**config.mk**
```make
export PLATFORM = sky130hd
export DESIGN_NAME = countdown_timer
export DESIGN_NICKNAME = d
export VERILOG_FILES = /design/src/rtl/countdown_timer.sv
export SDC_FILE = /design/constraint.sdc
export NUM_CORES = 1
export LEC_CHECK = 0
export ABC_AREA = 1
export ABC_CLOCK_PERIOD_IN_PS = 3500
export BUFFER_PORTS_ARGS = -buffer_cell sky130_fd_sc_hd__clkbuf_2
export CAP_MARGIN = 40
export CORE_MARGIN = 3
export CORE_UTILIZATION = 30
export DETAILED_ROUTE_END_ITERATION = 8
export HOLD_SLACK_MARGIN = 0.15
export SYNTH_ARGS = -nofsm -noshare
export SYNTH_HDL_FRONTEND = slang
export SYNTH_SLANG_ARGS = --single-unit
```
**constraint.sdc**
```tcl
create_clock -name Clk_i -period 3.5 [get_ports Clk_i]
set_input_delay 0.175 -clock Clk_i [delete_from_list [all_inputs] [get_ports Clk_i]]
set_output_delay 0.175 -clock Clk_i [all_outputs]
set_load 0.05 [all_outputs]
```
**src/rtl/countdown_timer.sv**
```systemverilog
// Loadable down-counter from a start value to EndVal with done pulse and sticky expiry; optional auto-reload.
// Outputs are registered, one cycle after the deciding edge; LoadReady_o is low (loads refused) while counting.
module countdown_timer #(
   parameter int Width      = 32,
   parameter int InitVal    = 64,
   parameter int EndVal     = 8,
   parameter int AutoReload = 0
) (
   input  logic             Clk_i,
   input  logic             Reset_n_i,
   input  logic             LoadValid_i,
   input  logic [Width-1:0] LoadData_i,
   output logic             LoadReady_o,
   input  logic             Start_i,
   input  logic             Pause_i,
   output logic [Width-1:0] Data_o,
   output logic             Busy_o,
   output logic             Done_o,
   output logic             Expired_o
);

   localparam logic [Width-1:0] INIT_V = Width'(InitVal);
   localparam logic [Width-1:0] END_V  = Width'(EndVal);

   if ((EndVal > InitVal) || ((Width < 32) && ((InitVal >> Width) != 0))) begin : g_bad_params
      $error("countdown_timer: need EndVal <= InitVal < 2**Width");
   end

   typedef enum logic [1:0] {IDLE, RUN, DONE} state_t;

   state_t           state;
   logic [Width-1:0] data_q;
   logic [Width-1:0] reload_q;
   logic             ready_q;
   logic             busy_q;
   logic             done_q;
   logic             expired_q;
   logic [Width-1:0] load_v;
   logic             load_acc;

   // Loads below the terminal value are clamped so the count can never underflow.
   assign load_v   = (LoadData_i < END_V) ? END_V : LoadData_i;
   assign load_acc = LoadValid_i && ready_q;

   always_ff @(posedge Clk_i or negedge Reset_n_i) begin
      if (!Reset_n_i) begin
         state     <= IDLE;
         data_q    <= INIT_V;
         reload_q  <= INIT_V;
         ready_q   <= 1'b1;
         busy_q    <= 1'b0;
         done_q    <= 1'b0;
         expired_q <= 1'b0;
      end else begin
         done_q <= 1'b0;
         case (state)
            IDLE: begin
               if (load_acc) begin
                  data_q   <= load_v;
                  reload_q <= load_v;
               end else if (Start_i) begin
                  if (data_q > END_V) begin
                     state     <= RUN;
                     ready_q   <= 1'b0;
                     busy_q    <= 1'b1;
                     expired_q <= 1'b0;
                  end else begin
                     state     <= DONE;
                     done_q    <= 1'b1;
                     expired_q <= 1'b1;
                  end
               end
            end
            RUN: begin
               if (!Pause_i) begin
                  if (data_q == END_V + 1'b1) begin
                     state     <= DONE;
                     data_q    <= END_V;
                     ready_q   <= 1'b1;
                     busy_q    <= 1'b0;
                     done_q    <= 1'b1;
                     expired_q <= 1'b1;
                  end else begin
                     data_q <= data_q - 1'b1;
                  end
               end
            end
            DONE: begin
               if (load_acc) begin
                  state     <= IDLE;
                  data_q    <= load_v;
                  reload_q  <= load_v;
                  expired_q <= 1'b0;
               end else if (Start_i || (AutoReload != 0)) begin
                  // A reload equal to EndVal expires again without ever entering RUN.
                  data_q <= reload_q;
                  if (reload_q > END_V) begin
                     state     <= RUN;
                     ready_q   <= 1'b0;
                     busy_q    <= 1'b1;
                     expired_q <= 1'b0;
                  end else begin
                     done_q    <= 1'b1;
                     expired_q <= 1'b1;
                  end
               end
            end
            default: begin
               state   <= IDLE;
               ready_q <= 1'b1;
               busy_q  <= 1'b0;
            end
         endcase
      end
   end

   assign Data_o      = data_q;
   assign LoadReady_o = ready_q;
   assign Busy_o      = busy_q;
   assign Done_o      = done_q;
   assign Expired_o   = expired_q;

endmodule

```
Word-level counts from Yosys, hierarchy flattened
Index checks and enable logic that the tools add are counted.
- multiplexer cells: 48
- reduce and logical (&&, ||, !) cells: 9
- equality and inequality tests: 14
- add/sub/neg operators: 1
- $lt $le $gt $ge: 3
- operators with widths (kind ; number):
    two-way mux 32 bit ; 6
    case mux 32 bit (3 select lines) ; 1
    > comparator 32 x 4 -> 1 bit (second input constant) ; 2
    == test 32 x 4 -> 1 bit (second input constant) ; 1
    less-than comparator 32 x 4 -> 1 bit (second input constant) ; 1
    subtractor 32 x 1 -> 32 bit (second input constant) ; 1
    two-way mux 1 bit ; 28
    != test 2 bit (second input constant) ; 9
    two-way mux 2 bit ; 8
    case mux 1 bit (3 select lines) ; 4
    AND reduction 6 bit ; 2
    AND reduction 8 bit ; 1
    != test 3 bit (second input constant) ; 2
    case mux 2 bit (3 select lines) ; 1
    AND reduction 4 bit ; 1
    nonzero test 3 bit ; 1
    == test 2 x 1 -> 1 bit (second input constant) ; 1
    == test 2 bit (second input constant) ; 1
    zero test 2 bit ; 1
    AND reduction 2 bit ; 1
    OR reduction 2 bit ; 1
    logical AND 1 bit ; 1
- output and inout port bits: 36
- word-level logic and storage cells: 82
- input port bits: 37
- register bits after elaboration: 70

Longest topological paths before layout
Gate-level depths: netlist of run 1.
- depth in word-level cells: 5
- gate-level depth with buffers: 12

Worst setup path before layout of run 1
OpenSTA, ideal clock, no wires.
- path type: reg2reg
- from: register data_q[0], in the netlist Data_o[0]
- to: register data_q[26], in the netlist Data_o[26]
- arrival time: 1.754 ns
- stages on the path, launching flop included: 12
- path slack: 1.624 ns
- clock period less this slack: 1.876 ns
- cells stage by stage: dfrtp_1 > inv_1 > ha_1 > nand2_2 > nor2_4 > nand2_1 > nor2_1 > nand2_1 > nand3_1 > nand3_1 > nand2_1 > o21ai_1
- word-level cells in the longest chain between the ends: 4
- elaborated cells on any way between the ends: 5
- RTL lines (what ; RTL line ; text):
    start: declaration ; 32 ; logic [Width-1:0] data_q;
    start signal: assignment ; 59 ; data_q <= load_v;
    start signal: assignment ; 84 ; data_q <= data_q - 1'b1;
    start signal: assignment ; 91 ; data_q <= load_v;
    subtractor 32 x 1 -> 32 bit / == test 32 x 4 -> 1 bit (equally long branches) ; 84, 76 ;
    two-way mux 32 bit * ; 76 ; if (data_q == END_V + 1'b1) begin
    two-way mux 32 bit * ; 75 ; if (!Pause_i) begin
    case mux 32 bit (3 select lines) * ; 56 ; case (state)
Every way passes the cells marked *; elsewhere a longest branch is shown, timed or not. The select of a mux whose other input is x is not followed.
A chain may end at the register's enable or synchronous reset.

Final worst setup path of run 1
- from: register state[0]
- to: register data_q[11], in the netlist Data_o[11]
- word-level cells in the longest chain between the ends: 3
- elaborated cells on any way between the ends: 9
- RTL lines (what ; RTL line ; text):
    start: declaration ; 31 ; state_t state;
    start signal: assignment ; 47 ; state <= IDLE;
    start signal: assignment ; 63 ; state <= RUN;
    start signal: assignment ; 68 ; state <= DONE;
    == test 2 bit (tied with other cells) ; 56 ;
    != test 3 bit (no source line) (tied with other cells) ; - ;
    AND reduction 4 bit (no source line) ; - ;
Parallel ways exist; a longest one is shown, timed or not.

==> qor.yml, run 1 <==
sta:
  fin_ws_ns: 1.240
  period_share_pct: 64.57
  drv_slew: 0
  grt_setup_unrepaired: "no"
  slew_headroom_pct: 54.26
  post-route-min-period_ns: 2.260
  skew_ns: 0.007571
  setup-violations-final: 0
  timing.hold.ws_ns: 0.1638
  final.setup.tns_ns: 0
  hold_viol_final: 0
  clock.fmax_mhz: 442.5
  worst_pin_slew_ns: 0.6854
routing:
  drc: 0
  antenna_left: 0
  vias_per_cell: 4.950
  first_pass_iters: 5
  drt_first_iter_violations: 448
  finalWirelength_um: 17570
  num_vias: 5262
  wl_per_cell_um: 16.53
cells_and_area:
  drive_above_1_share_pct: 16.41
  diodes: 0
  fillCellCount: 1760
  nets: 887
  area_growth_pct: 24.59
floorplanning:
  die_height_um: 134.1
  die_area_um2: 17990
  core_um2: 16000
  pin_count: 73
  die_w_um: 134.1
  rows: 46
  start_util_pct: 30.78
pwr:
  p_int_mw: 2.865
  p_comb_share_pct: 57.8
  power_density_nw_per_um2: 1047
  clockPowerShare_pct: 15.0
  power_frac_seq_pct: 27.2
  netSwitchingFraction_pct: 55.40
  total_leakage_power_nw: 3.013
  p_switching_mw: 3.558
  ir_drop_mv: 0.4142
placement:
  dp_hpwl_um: 13430
  gp_congestion: 0.9131
  io_buffers: 72
  dp_slack_ns: 1.236
grt:
  gr-total-overflow: 0
  grt_usage_pct: 19.88
  first_global_vias: 4942
  grt_max_degree: 53
  antenna_found_initial: 0
  grt_pass1_wl_um: 27720
clock_tree:
  cts_root_buf: "clkbuf_16"
  numCtsBuffers: 9
  clk_latency_ns: 0.34
  clk_pin_slew_worst_paths_ns: 0.06
  clock-sinks: 70
  clockBufferDepth: 2
  cts_tree: "built"
  htree_levels: 3
yosys:
  ys_seq_elements: 70
  ys_warn_count: 0
  syn_nets: 792
  synth_cell_types: 39
  synth_cells: 747
  ys_seq_area_share_pct: 35.65
  netlist_area_um2: 4925
  syn_area_per_cell_um2: 6.593
critical_path:
  critPathRequiredTime_ns: 3.75
  cp.arrival_ns: 2.51
  critPathKind: "flop to flop"
  cp_max_fo: 52
  startpoint_type: "flop"
  endpoint_kind: "flop"
run_status:
  status: "finished clean"
hold_path:
  hp-class: "primary input to flop"
flow_run:
  maxCapViolCount: 0
registers in the layout, summed over array words and instances (netlist names):
register     cells
Data_o          32
reload_q        32
Done_o           1
Busy_o           1
LoadReady_o      1
state            2
Expired_o        1
critical path: stages (launching register included):
cell	delay (ns)
dfrtp_1	0.43
inv_1	0.12
ha_1	0.19
nand2_1	0.28
o21ai_4	0.33
buf_4	0.51
a21oi_1	0.10
a22oi_1	0.20
what timing repair did:
action / in CTS / in global routing
hold buffers: 30 / 0
endpoints found under the hold margin: 48 / 0
gates resized for setup: 0 / 0
setup buffers: 0 / 0
layout make-up:
type	count	area [µm²]	share of cell area (%)
clock buffers	10	239.0	3.895
inverters	80	300.3	4.894
well taps	216	270.3	4.405
clock inverters	6	70.07	1.142
repair buffers	109	733.2	11.95
flip-flops and latches	70	1755	28.61
multi-input cells	572	2768	45.11
metrics by stage:
stage | utilization (%) | area [µm²] | power [mW] | std cells
6_report | 38.35 | 6136 | 6.423 | 1063
5_1_grt | 38.35 | 6136 | 6.929 | 1063
4_1_cts | 38.35 | 6136 | 6.413 | 1063
3_5_place_dp | 34.54 | 5527 | 5.407 | 1017
3_3_place_gp | 34.37 | 5499 | 5.370 | 1016
2_1_floorplan | - | 4925 | 4.408 | 747
cells in the mapped netlist (all sizes together):
master | n | area, µm²
a22oi | 12 | 90.09
o22ai | 2 | 12.51
a21boi | 11 | 82.58
nor2 | 101 | 462.9
a221oi | 1 | 8.760
or2 | 3 | 18.77
inv | 80 | 300.3
nand3b | 2 | 15.01
o21ai | 35 | 178.9
dfstp | 3 | 78.83
o21bai | 1 | 7.510
nor3 | 10 | 65.06
nand4 | 15 | 100.1
o211ai | 2 | 15.01
ha | 8 | 100.1
nand2 | 267 | 1030
xor2 | 9 | 78.83
dfrtp | 67 | 1677
a21oi | 42 | 221.5
clkbuf | 10 | 37.54
a31oi | 1 | 6.260
buf | 15 | 77.57
nand3 | 50 | 260.3
power by group through the flow:
stage	Combinational [mW]	Sequential, mW	Clock, mW
floorplan	2.12	2.29	0
global placement	3.62	1.75	0
detailed placement	3.66	1.75	0
CTS	3.70	1.74	0.976
global route	4.13	1.80	1.00
finish	3.71	1.74	0.964
cells by family after synthesis:
kind of cell,after synthesis,share of synthesized area [%]
AOI/OAI and AO/OA,107,12.65
xor gates and xnor gates,9,1.601
adders and majority gates,8,2.033
buffers and inverters,105,8.435
DFF,70,35.65
and+or+nand+nor,448,39.63
metal layers:
layer	track usage [%]	wire [µm]	up-vias	share of wire [%]
met2	29.56	7658	206	44
met3	1.988	1004	28	5.7
met4	7.183	416	0	2.4
met5	0	0	-	0
li1	-	-	2576	-
met1	29.95	8487	2452	48
final timing paths:
kind,startpoint,to,slack [ns],cells after the start
max,state[0],Data_o[11],1.24,7
min,LoadData_i[27],reload_q[27],0.16,3
max reg2reg,state[0],Data_o[11],1.24,7
min reg2reg,Busy_o,Busy_o,0.48,2
max in group asynchronous,Reset_n_i,LoadReady_o,2.53,4
min in group asynchronous,Reset_n_i,Data_o[13],0.35,3
placed cells by master, fill, tap and decap left out, drive strengths merged, types with 2 or more instances in the layout:
master	n
a21boi	11
a21oi	42
a22oi	12
buf	8
clkbuf	81
clkinv	4
dfrtp	67
dfstp	3
dlygate4sd3	30
ha	8
inv	81
nand2	267
nand3	50
nand3b	2
nand4	15
nor2	101
nor3	10
o211ai	2
o21ai	35
o22ai	2
or2	3
xor2	9
Note: power is estimated with default switching activity, not from simulation.
==> run 2: changes to the inputs <==
--- a/config.mk
+++ b/config.mk
@@ -5,8 +5,8 @@
 export SDC_FILE = /design/constraint.sdc
 export NUM_CORES = 1
 export LEC_CHECK = 0
-export ABC_AREA = 1
-export ABC_CLOCK_PERIOD_IN_PS = 3500
+export ABC_AREA = 0
+export ABC_CLOCK_PERIOD_IN_PS = 2100
 export BUFFER_PORTS_ARGS = -buffer_cell sky130_fd_sc_hd__clkbuf_2
 export CAP_MARGIN = 40
 export CORE_MARGIN = 3
==> constraint.sdc (replaced) <==
create_clock -name Clk_i -period 2.1 [get_ports Clk_i]
set_input_delay 0.105 -clock Clk_i [delete_from_list [all_inputs] [get_ports Clk_i]]
set_output_delay 0.105 -clock Clk_i [all_outputs]
set_load 0.05 [all_outputs]
==> run 2 against run 1 <==
The run now ends with negative setup slack left; fmax decreased by 13%; synthesized cell count decreased by 32%; clock power increased by 85%; clock skew fell by 0.00053 ns; global-route usage grew 1.9 points.
==> qor.yml, run 2 <==
grt:
  grt_usage_pct: 21.79
  antenna_found_initial: 0
  grt_max_degree: 36
  grt_pass1_wl_um: 27290
  gr-total-overflow: 0
  first_global_vias: 4958
placement:
  gp_congestion: 0.8939
  dp_cells: 832
  io_buffers: 72
  dp_hpwl_um: 12500
  dp_slack_ns: -0.4862
  placed_area_um2: 5603
cells_and_area:
  diodes: 0
  utilization_pct: 50.44
  final_cell_mix: "nand2_1 (116), buf_4 (102), clkbuf_2 (71), dfrtp_1 (62), dlygate4sd3_1 (32)"
  fillCellCount: 1211
  multiInputGateArea_um2: 2678
  fin_cells: 897
  drive_above_1_share_pct: 38.56
  area_growth_pct: 60.87
  nets: 761
  final_common_cell: "nand2_1"
  register_area_um2: 1762
  design_area_um2: 6812
clock_tree:
  clk_latency_ns: 0.34
  numCtsBuffers: 9
  clock-sinks: 70
  cts_root_buf: "clkbuf_16"
  htree_levels: 3
  cts_tree: "built"
  clk_pin_slew_worst_paths_ns: 0.06
  clockBufferDepth: 2
routing:
  num_vias: 5092
  first_pass_iters: 5
  vias_per_cell: 5.677
  antenna_left: 0
  drc: 0
  wl_per_cell_um: 19.40
  drt_first_iter_violations: 677
  finalWirelength_um: 17410
yosys:
  postSynth.asyncResetShare_pct: 100.0
  synthTopCellsByCount: "nand2_1 (118), dfrtp_1 (67), o21ai_0 (47), nor2_1 (29), clkbuf_1 (28)"
  netlist_area_um2: 4234
  yosys.area.top_type: "dfrtp_1"
  ys_seq_area_share_pct: 41.46
  synth_edf_count: 0
  syn_area_per_cell_um2: 8.318
  synth_cell_types: 60
  synth_cells: 509
  ys_seq_elements: 70
  syn_nets: 554
  ys_warn_count: 0
  synth.area.top_cells: "dfrtp_1 (40%), nand2_1 (10%), o21ai_0 (5.6%)"
  synth.top_cell.area_share_pct: 39.60
  yosys.cell_count.top_type: "nand2_1"
  synth_flop_cell: "dfrtp_1"
floorplanning:
  die_w_um: 124.8
  pin_count: 73
  start_util_pct: 31.35
  die_area_um2: 15580
  core_um2: 13510
  die_height_um: 124.8
  rows: 42
sta:
  skew_ns: 0.007036
  fin_ws_ns: -0.5018
  setup-violations-final: 38
  slew_headroom_pct: 63.51
  worst_pin_slew_ns: 0.5432
  grt_setup_unrepaired: "yes"
  drv_slew: 0
  period_share_pct: 123.9
  timing.hold.ws_ns: 0.1711
  clock.fmax_mhz: 384.3
  post-route-min-period_ns: 2.602
  hold_viol_final: 0
  final.setup.tns_ns: -14.45
hold_path:
  holdCritStartpoint: "LoadData_i[24]"
  hp-class: "primary input to flop"
critical_path:
  r2r-start: "Data_o[8]"
  cp.arrival_ns: 2.82
  crit_path_start: "Data_o[8]"
  cp_slowest_stage_delay_ns: 0.53
  path_buf_inv: 0
  critPathRequiredTime_ns: 2.32
  critPathKind: "flop to flop"
  reg2reg_slack_ns: -0.50
  slowest_stage: "or4_4"
  endpoint_kind: "flop"
  cp_max_fo: 5
  cp_common_cell: "or4_4"
  crit_family: "simple AND/OR/NAND/NOR gates"
  startpoint_type: "flop"
  crit_path_cell_trace: "or4_4 -> or3_4 -> or4_4 -> o41ai_4 -> mux2_4"
pwr:
  ir_drop_mv: 0.6118
  finalPower_mw: 12.57
  total_leakage_power_nw: 3.106
  power_density_nw_per_um2: 1845
flow_run:
  maxCapViolCount: 0
run_status:
  violations: "negative setup slack"
  status: "finished, violations left"
==> run 2: changes by cell type after synthesis, sizes merged, moves of 9 or more <==
| cell | before | now |
|---|---|---|
| buf | 15 | 3 |
| nand3 | 50 | 3 |
| inv | 80 | 12 |
| nand2 | 267 | 118 |
| clkbuf | 10 | 28 |
| o21ai | 35 | 50 |
| nor2 | 101 | 29 |
| xor2 | 9 | 0 |
| a21oi | 42 | 20 |
| nor3 | 10 | 22 |
| a222oi | 0 | 11 |
| nand4 | 15 | 6 |
| nor4 | 0 | 22 |
| a21boi | 11 | 0 |
==> run 2: worst paths after layout <==
check | endpoint | depth (start not counted)
min in group asynchronous | Data_o[4] | 2
max | Expired_o | 5
min reg2reg | reload_q[6] | 2
min | reload_q[24] | 4
max reg2reg | Expired_o | 5
max in group asynchronous | reload_q[12] | 3
==> run 2: worst register-to-register path: stages, from the launching register on <==
cell     delay, ns
dfrtp_2       0.40
or4_4         0.53
or3_4         0.40
or4_4         0.48
o41ai_4       0.36
mux2_4        0.32
==> run 2: cells by family after synthesis <==
group	count (synthesis)	synth area share [%]
simple gates	233	25.89
compound gates	151	25.27
flops	70	41.46
buf+inv	43	4.048
fa+ha+maj	8	2.364
mux	3	0.7683
xor+xnor	1	0.2069
==> run 2: metal layers <==
metal  track usage [%]  share of wire (%)  up-vias
li1                  -                  -     2327
met1             30.22                 44     2457
met2             34.32                 46      264
met3             3.859                7.5       44
met4             7.286                2.5        0
met5                 0                  0        -
==> run 2: timing repair <==
action | CTS | global route
pin swaps | 21 | 24
endpoints found under the hold margin | 84 | 0
gates resized for setup | 53 | 39
gates cloned | 1 | 0
endpoints found under the setup margin | 38 | 38
setup buffers | 8 | 11
hold buffers | 32 | 0
==> run 2: power by group <==
group,switching (mW),internal [mW]
Combinational,4.90,3.33
Sequential,0.540,2.03
Clock,0.584,1.19
Total,6.02,6.55
==> run 2: layout make-up <==
class	count	area share, %
flip-flops and latches	70	25.86
inverters	12	0.6613
repair buffers	227	25.92
well taps	176	3.233
multi-input cells	396	39.31
clock inverters	4	1.396
clock buffers	12	3.619
